### src/rtl/seq_alu.sv
// Registered ALU with a load/clear control FSM, an accumulator mode, and a
// multi-cycle unsigned shift-add multiplier with busy/done handshake.
module seq_alu #(
  parameter int WIDTH = 8
) (
  input  logic             clk,
  input  logic             rst_n,
  input  logic [2:0]       in_sel,
  input  logic [3:0]       out_sel,
  input  logic             acc_mode,
  input  logic [WIDTH-1:0] num1,
  input  logic [WIDTH-1:0] num2,
  output logic [WIDTH-1:0] out,
  output logic [WIDTH-1:0] out_hi,
  output logic             carry,
  output logic             zero,
  output logic             ovf,
  output logic             busy,
  output logic             done,
  output logic [1:0]       curr_state,
  output logic [1:0]       next_state
);

  localparam int SW = $clog2(WIDTH);
  localparam logic [SW-1:0] LAST = SW'(WIDTH - 1);

  typedef enum logic [1:0] {
    IDLE = 2'b00,
    EXEC = 2'b01,
    MUL  = 2'b10,
    HOLD = 2'b11
  } state_t;

  localparam logic [3:0] OP_ADD  = 4'd0;
  localparam logic [3:0] OP_SUB  = 4'd1;
  localparam logic [3:0] OP_AND  = 4'd2;
  localparam logic [3:0] OP_OR   = 4'd3;
  localparam logic [3:0] OP_XOR  = 4'd4;
  localparam logic [3:0] OP_NOT  = 4'd5;
  localparam logic [3:0] OP_SHL  = 4'd6;
  localparam logic [3:0] OP_SHR  = 4'd7;
  localparam logic [3:0] OP_SRA  = 4'd8;
  localparam logic [3:0] OP_MUL  = 4'd9;
  localparam logic [3:0] OP_PASS = 4'd10;
  localparam logic [3:0] OP_CMP  = 4'd11;

  state_t               state_q, state_d;
  logic                 ready_q;
  logic [WIDTH-1:0]     a_q, b_q;
  logic [3:0]           op_q;
  logic [2*WIDTH-1:0]   prod_q;
  logic [SW-1:0]        cnt_q;
  logic [WIDTH-1:0]     out_q, out_hi_q;
  logic                 carry_q, zero_q, ovf_q, done_q;

  logic                 clr, ld;
  logic [WIDTH-1:0]     res_d;
  logic                 carry_d, zero_d, ovf_d;
  logic [WIDTH:0]       sum, diff, shl_ext, shr_ext;
  logic signed [WIDTH:0] sra_ext;
  logic [SW-1:0]        sh;
  logic [WIDTH:0]       mul_add;
  logic [2*WIDTH-1:0]   prod_nxt;

  // clear beats load; a load is refused on the first edge after reset release
  always_comb begin
    clr = 1'b0;
    ld  = 1'b0;
    casez (in_sel)
      3'b??1:  clr = 1'b1;
      3'b?10:  ld  = ready_q;
      default: ;
    endcase
  end

  always_comb begin
    state_d = state_q;
    case (state_q)
      IDLE: if (clr) state_d = IDLE;
            else if (ld) state_d = (out_sel == OP_MUL) ? MUL : EXEC;
      EXEC: state_d = clr ? IDLE : HOLD;
      MUL:  if (clr) state_d = IDLE;
            else if (cnt_q == LAST) state_d = HOLD;
      HOLD: if (clr) state_d = IDLE;
            else if (ld) state_d = (out_sel == OP_MUL) ? MUL : EXEC;
      default: state_d = IDLE;
    endcase
  end

  // Shifts use a one-bit extension so the last bit shifted out lands in a
  // fixed position; a zero shift amount leaves that bit at 0.
  assign sh      = b_q[SW-1:0];
  assign sum     = {1'b0, a_q} + {1'b0, b_q};
  assign diff    = {1'b0, a_q} - {1'b0, b_q};
  assign shl_ext = {1'b0, a_q} << sh;
  assign shr_ext = {a_q, 1'b0} >> sh;
  assign sra_ext = $signed({a_q, 1'b0}) >>> sh;

  always_comb begin
    res_d   = '0;
    carry_d = 1'b0;
    ovf_d   = 1'b0;
    case (op_q)
      OP_ADD: begin
        res_d   = sum[WIDTH-1:0];
        carry_d = sum[WIDTH];
        ovf_d   = (a_q[WIDTH-1] == b_q[WIDTH-1]) && (sum[WIDTH-1] != a_q[WIDTH-1]);
      end
      OP_SUB: begin
        res_d   = diff[WIDTH-1:0];
        carry_d = diff[WIDTH];
        ovf_d   = (a_q[WIDTH-1] != b_q[WIDTH-1]) && (diff[WIDTH-1] != a_q[WIDTH-1]);
      end
      OP_AND:  res_d = a_q & b_q;
      OP_OR:   res_d = a_q | b_q;
      OP_XOR:  res_d = a_q ^ b_q;
      OP_NOT:  res_d = ~a_q;
      OP_SHL: begin
        res_d   = shl_ext[WIDTH-1:0];
        carry_d = shl_ext[WIDTH];
      end
      OP_SHR: begin
        res_d   = shr_ext[WIDTH:1];
        carry_d = shr_ext[0];
      end
      OP_SRA: begin
        res_d   = sra_ext[WIDTH:1];
        carry_d = sra_ext[0];
      end
      OP_PASS: res_d = b_q;
      OP_CMP: begin
        res_d   = out_q;
        carry_d = diff[WIDTH];
        ovf_d   = (a_q[WIDTH-1] != b_q[WIDTH-1]) && (diff[WIDTH-1] != a_q[WIDTH-1]);
      end
      default: res_d = '0;
    endcase
    zero_d = (op_q == OP_CMP) ? (diff[WIDTH-1:0] == '0) : (res_d == '0);
  end

  // Multiplier step: upper half accumulates A when the current multiplier
  // bit (prod_q[0]) is set, then the whole product shifts right by one.
  assign mul_add  = {1'b0, prod_q[2*WIDTH-1:WIDTH]} + (prod_q[0] ? {1'b0, a_q} : '0);
  assign prod_nxt = {mul_add, prod_q[WIDTH-1:1]};

  always_ff @(posedge clk or negedge rst_n) begin
    if (!rst_n) begin
      state_q  <= IDLE;
      ready_q  <= 1'b0;
      a_q      <= '0;
      b_q      <= '0;
      op_q     <= '0;
      prod_q   <= '0;
      cnt_q    <= '0;
      out_q    <= '0;
      out_hi_q <= '0;
      carry_q  <= 1'b0;
      zero_q   <= 1'b0;
      ovf_q    <= 1'b0;
      done_q   <= 1'b0;
    end else begin
      state_q <= state_d;
      ready_q <= 1'b1;
      done_q  <= 1'b0;
      if (clr) begin
        out_q    <= '0;
        out_hi_q <= '0;
        carry_q  <= 1'b0;
        zero_q   <= 1'b0;
        ovf_q    <= 1'b0;
      end else begin
        case (state_q)
          IDLE, HOLD: if (ld) begin
            a_q    <= acc_mode ? out_q : num1;
            b_q    <= num2;
            op_q   <= out_sel;
            prod_q <= {{WIDTH{1'b0}}, num2};
            cnt_q  <= '0;
          end
          EXEC: begin
            out_q    <= res_d;
            out_hi_q <= '0;
            carry_q  <= carry_d;
            zero_q   <= zero_d;
            ovf_q    <= ovf_d;
            done_q   <= 1'b1;
          end
          MUL: begin
            prod_q <= prod_nxt;
            cnt_q  <= cnt_q + SW'(1);
            if (cnt_q == LAST) begin
              out_q    <= prod_nxt[WIDTH-1:0];
              out_hi_q <= prod_nxt[2*WIDTH-1:WIDTH];
              carry_q  <= 1'b0;
              zero_q   <= (prod_nxt == '0);
              ovf_q    <= 1'b0;
              done_q   <= 1'b1;
            end
          end
          default: ;
        endcase
      end
    end
  end

  assign out        = out_q;
  assign out_hi     = out_hi_q;
  assign carry      = carry_q;
  assign zero       = zero_q;
  assign ovf        = ovf_q;
  assign done       = done_q;
  assign busy       = (state_q == MUL);
  assign curr_state = state_q;
  assign next_state = state_d;

endmodule

### config.mk
export PLATFORM = sky130hd
export DESIGN_NAME = seq_alu
export DESIGN_NICKNAME = d
export VERILOG_FILES = /design/src/rtl/seq_alu.sv
export SDC_FILE = /design/constraint.sdc
export NUM_CORES = 1
export LEC_CHECK = 0
export ABC_AREA = 1
export CAP_MARGIN = 25
export CELL_PAD_IN_SITES_DETAIL_PLACEMENT = 0
export CELL_PAD_IN_SITES_GLOBAL_PLACEMENT = 2
export CORE_AREA = 5 5 97 190
export DETAILED_ROUTE_END_ITERATION = 7
export DIE_AREA = 0 0 102 195
export PLACE_DENSITY_LB_ADDON = 0.1
export SLEW_MARGIN = 20
export SYNTH_ARGS = -nofsm -noshare
export SYNTH_HDL_FRONTEND = slang
export SYNTH_SLANG_ARGS = --single-unit
### constraint.sdc
create_clock -name clk -period 2.45 [get_ports clk]
set_input_delay 0.6125 -clock clk [delete_from_list [all_inputs] [get_ports clk]]
set_output_delay 0.6125 -clock clk [all_outputs]
set_load 0.02 [all_outputs]
==> flow_metrics.py <==
metrics = {
    "setup_path": {
        "setup.worst_path.start_class": "input port",
        "timing.setup.critical_path_class": "in -> out",
        "setup.reg_to_reg.worst_slack_ps": 120,
        "cp_data_arrival_time_ps": 1790,
        "r2r_startpoint": "a_q[0]",
        "worstPathRequired_ps": 1840,
        "cp-startpoint": "out_sel[1]",
        "timing.critical_path.to_type": "primary output",
        "crit_fanout": 2,
    },
    "grt": {
        "maximum_number_of_pins_on_one_net_before_global_route_repair": 63,
        "grt_pass1_vias": 6136,
        "grtUsageTotal_pct": 22.8,
        "grt_pass1_wl_um": 34200,
        "grt_remaining_overflow": 0,
        "antenna_found_initial": 0,
    },
    "logic_synthesis": {
        "yosysUniqueCellTypes": 43,
        "synth-xor-area-share_pct": 1.17,
        "synthesis.instances": 804,
        "avgSynthCellArea_um2": 6.53,
        "largest_family_of_logic_cells_by_synthesized_area": "simple AND/OR/NAND/NOR gates",
        "postSynthRegisterBits": 62,
        "synth_edf_count": 0,
        "synth_mux_area_share_pct": 0,
        "synthFlopType": "sky130_fd_sc_hd__dfrtp_1",
        "synth-compound-area-share_pct": 15.0,
        "proportion_of_netlist_area_held_by_the_largest_area_contributor_pct": 29.6,
        "post_synth_instance_area_um2": 5250,
        "synth-async-reset-ratio_pct": 100,
        "synth-warning-count": 0,
        "synth.most_common_cell": "sky130_fd_sc_hd__nand2_1",
        "synth_seq_area_share_pct": 29.6,
        "synth_fa_ha_area_share_pct": 9.96,
        "netlist_top_cells_count": "243 x sky130_fd_sc_hd__nand2_1, 93 x sky130_fd_sc_hd__inv_1, 75 x sky130_fd_sc_hd__nor2_1, 71 x sky130_fd_sc_hd__o21ai_0, 69 x sky130_fd_sc_hd__nand3_1",
        "yosys-top-cells-area": "sky130_fd_sc_hd__dfrtp_1 30%, sky130_fd_sc_hd__nand2_1 17%, sky130_fd_sc_hd__ha_1 8.8%",
        "synth_simple_gate_area_share_pct": 34.7,
        "synth_top_cell_by_area": "sky130_fd_sc_hd__dfrtp_1",
        "synth_fp_nets": 870,
    },
    "timing": {
        "period_needed_ps": 2400,
        "worst_hold_slack_ps": 279,
        "setup-violations-final": 0,
        "fin_worst_skew_ps": 7.65,
        "tightest_slew_ps": 618,
        "rsz0062_at_grt": "yes",
        "maxSlewViolCount": 0,
        "achievable-frequency_mhz": 417,
        "setup_total_negative_slack_ps": 0,
        "min_period_over_period_pct": 97.9,
        "final_hold_viol_count": 0,
        "max-slew-margin-rel_pct": 58.7,
    },
    "route": {
        "vias": 5870,
        "viasPerCell": 5.10,
        "initialDrtViolationCount": 225,
        "routed_wl_um": 22400,
        "detail_route.drc_violations": 0,
        "detail_route.first_pass.iterations": 4,
        "postRouteAntennaNets": 0,
        "post_drt_wl_per_cell_um": 19.5,
    },
    "die": {
        "initial_utilization_pct": 31.5,
        "floorplan.die_area_um2": 19900,
        "core_um2": 16700,
        "num_rows": 67,
        "dieWidth_um": 102,
        "die_h_um": 195,
        "pin_count": 51,
    },
    "placed_design": {
        "gp_congestion": 0.968,
        "portBuffers": 49,
        "hpwl_um": 18500,
    },
    "clock_network": {
        "root_buffer": "sky130_fd_sc_hd__clkbuf_16",
        "cts_made_buffers": 9,
        "clock_sink_count": 62,
        "clock_tree_from_tritoncts": "done",
        "cts.path.max_buffers": 2,
        "h-tree-depth": 3,
        "clk_pin_slew_worst_paths_ps": 60,
        "clk-insertion-delay-late_ps": 320,
    },
    "outcome": {
        "outcome": "finished clean",
    },
    "min_path": {
        "min-delay-path-class": "in -> async",
    },
    "pwr": {
        "totalPowerFinal_mw": 10.4,
        "p_leak_nw": 3.63,
        "power.density_cell_area_nw_per_um2": 1450,
        "ir_drop_mv": 0.671,
    },
    "final_layout": {
        "final-seq-area_um2": 1550,
        "layout.nets": 1005,
        "drive_above_1_share_pct": 19.2,
        "final_util_pct": 42.9,
        "fillers": 1765,
        "multiInputGateArea_um2": 3370,
        "syn_to_final_growth_pct": 36.4,
        "antenna-diode-count": 0,
    },
    "job": {
        "drv_cap": 0,
    },
}
[power breakdown]
part           internal (mW)  switching [mW]
clock network          0.937           0.453
logic                   2.88            4.46
registers               1.35           0.284
total                   5.17            5.20
[layout make-up]
cell class	instances	share of cell area, %
Tap cell	207	3.62
Clock buffer	11	3.53
Clock inverter	4	0.979
Timing Repair Buffer	151	17.9
Sequential cell	62	21.7
Inverter	99	5.22
Multi-Input combinational cell	616	47.1
[registers in the layout, indices dropped and copies added, names as in the netlist]
| signal | count |
|---|---|
| zero | 1 |
| cnt_q | 3 |
| curr_state | 2 |
| b_q | 8 |
| ready_q | 1 |
| carry | 1 |
| prod_q | 16 |
| done | 1 |
| ovf | 1 |
| out | 8 |
| out_hi | 8 |
| a_q | 8 |
| op_q | 4 |
[placed cells by master (no fill, tap or decap), types with 3 or more instances in the layout]
cell	netlist	routed
sky130_fd_sc_hd__dlygate4sd2_1	0	3
sky130_fd_sc_hd__xor2_1	4	4
sky130_fd_sc_hd__ha_2	0	5
sky130_fd_sc_hd__a31oi_1	4	4
sky130_fd_sc_hd__nand3b_1	3	3
sky130_fd_sc_hd__buf_6	0	3
sky130_fd_sc_hd__buf_4	3	99
sky130_fd_sc_hd__a21oi_1	26	22
sky130_fd_sc_hd__inv_2	5	9
sky130_fd_sc_hd__dfrtp_1	62	62
sky130_fd_sc_hd__a21oi_2	0	4
sky130_fd_sc_hd__nor2_2	7	11
sky130_fd_sc_hd__clkdlybuf4s50_1	0	42
sky130_fd_sc_hd__nand3_1	69	66
sky130_fd_sc_hd__ha_1	37	27
sky130_fd_sc_hd__o211ai_1	13	13
sky130_fd_sc_hd__a22o_1	3	3
sky130_fd_sc_hd__a21boi_0	4	3
sky130_fd_sc_hd__nand2_2	3	9
sky130_fd_sc_hd__o22ai_1	5	5
sky130_fd_sc_hd__ha_4	0	5
sky130_fd_sc_hd__nor2_4	2	3
sky130_fd_sc_hd__fa_2	0	3
sky130_fd_sc_hd__clkbuf_16	0	9
sky130_fd_sc_hd__o21ai_0	71	66
sky130_fd_sc_hd__inv_1	93	89
sky130_fd_sc_hd__nand4_1	18	18
sky130_fd_sc_hd__o21ai_1	2	6
sky130_fd_sc_hd__nor2_1	75	70
sky130_fd_sc_hd__nand3_2	1	4
sky130_fd_sc_hd__nand2_1	243	237
[path summary, 6_finish.rpt]
check,end,cells past startpoint
min,out_hi[5],2
min reg2reg,out_hi[5],2
max in group asynchronous,b_q[7],2
max reg2reg,zero,13
min in group clk,out_hi[5],2
max,next_state[1],7
[what timing repair did]
item,CTS,global route
setup buffers,9,2
pin swaps,5,20
hold buffers,0,0
gates resized for setup,18,47
setup endpoints to repair,4,11
endpoints found under the hold margin,0,0
[worst max-delay path, cell delays in order]
cell and delay, ps:
sky130_fd_sc_hd__clkdlybuf4s50_1 420, sky130_fd_sc_hd__nor2_1 110, sky130_fd_sc_hd__nand4_1 120, sky130_fd_sc_hd__o21ai_1 120, sky130_fd_sc_hd__a22oi_2 90, sky130_fd_sc_hd__o21ai_2 150
sky130_fd_sc_hd__buf_4 160
[per-stage QoR]
stage	cell area, um^2	std cells	setup slack, ps
after floorplan	5250	804	95.9
after global placement	6580	1124	-531
after detailed placement	6580	1124	-558
after CTS	6970	1148	2.84
after global routing	7160	1150	-35.8
final	7160	1150	51.8
[cell families after synthesis]
group,Yosys count
simple gates,430
compound gates,138
buf+inv,126
flops,62
fa+ha+maj,40
xor+xnor,7
other cells,1
[routing by layer]
metal  up-vias  track usage, %  part of all wire, %
li1       2889               -                    -
met1      2781            23.4                   35
met2       145            42.9                   55
met3        55            1.71                  2.6
met4         0            14.1                  7.1
met5         -               0                    0
Note: power is estimated with default switching activity, not from simulation.
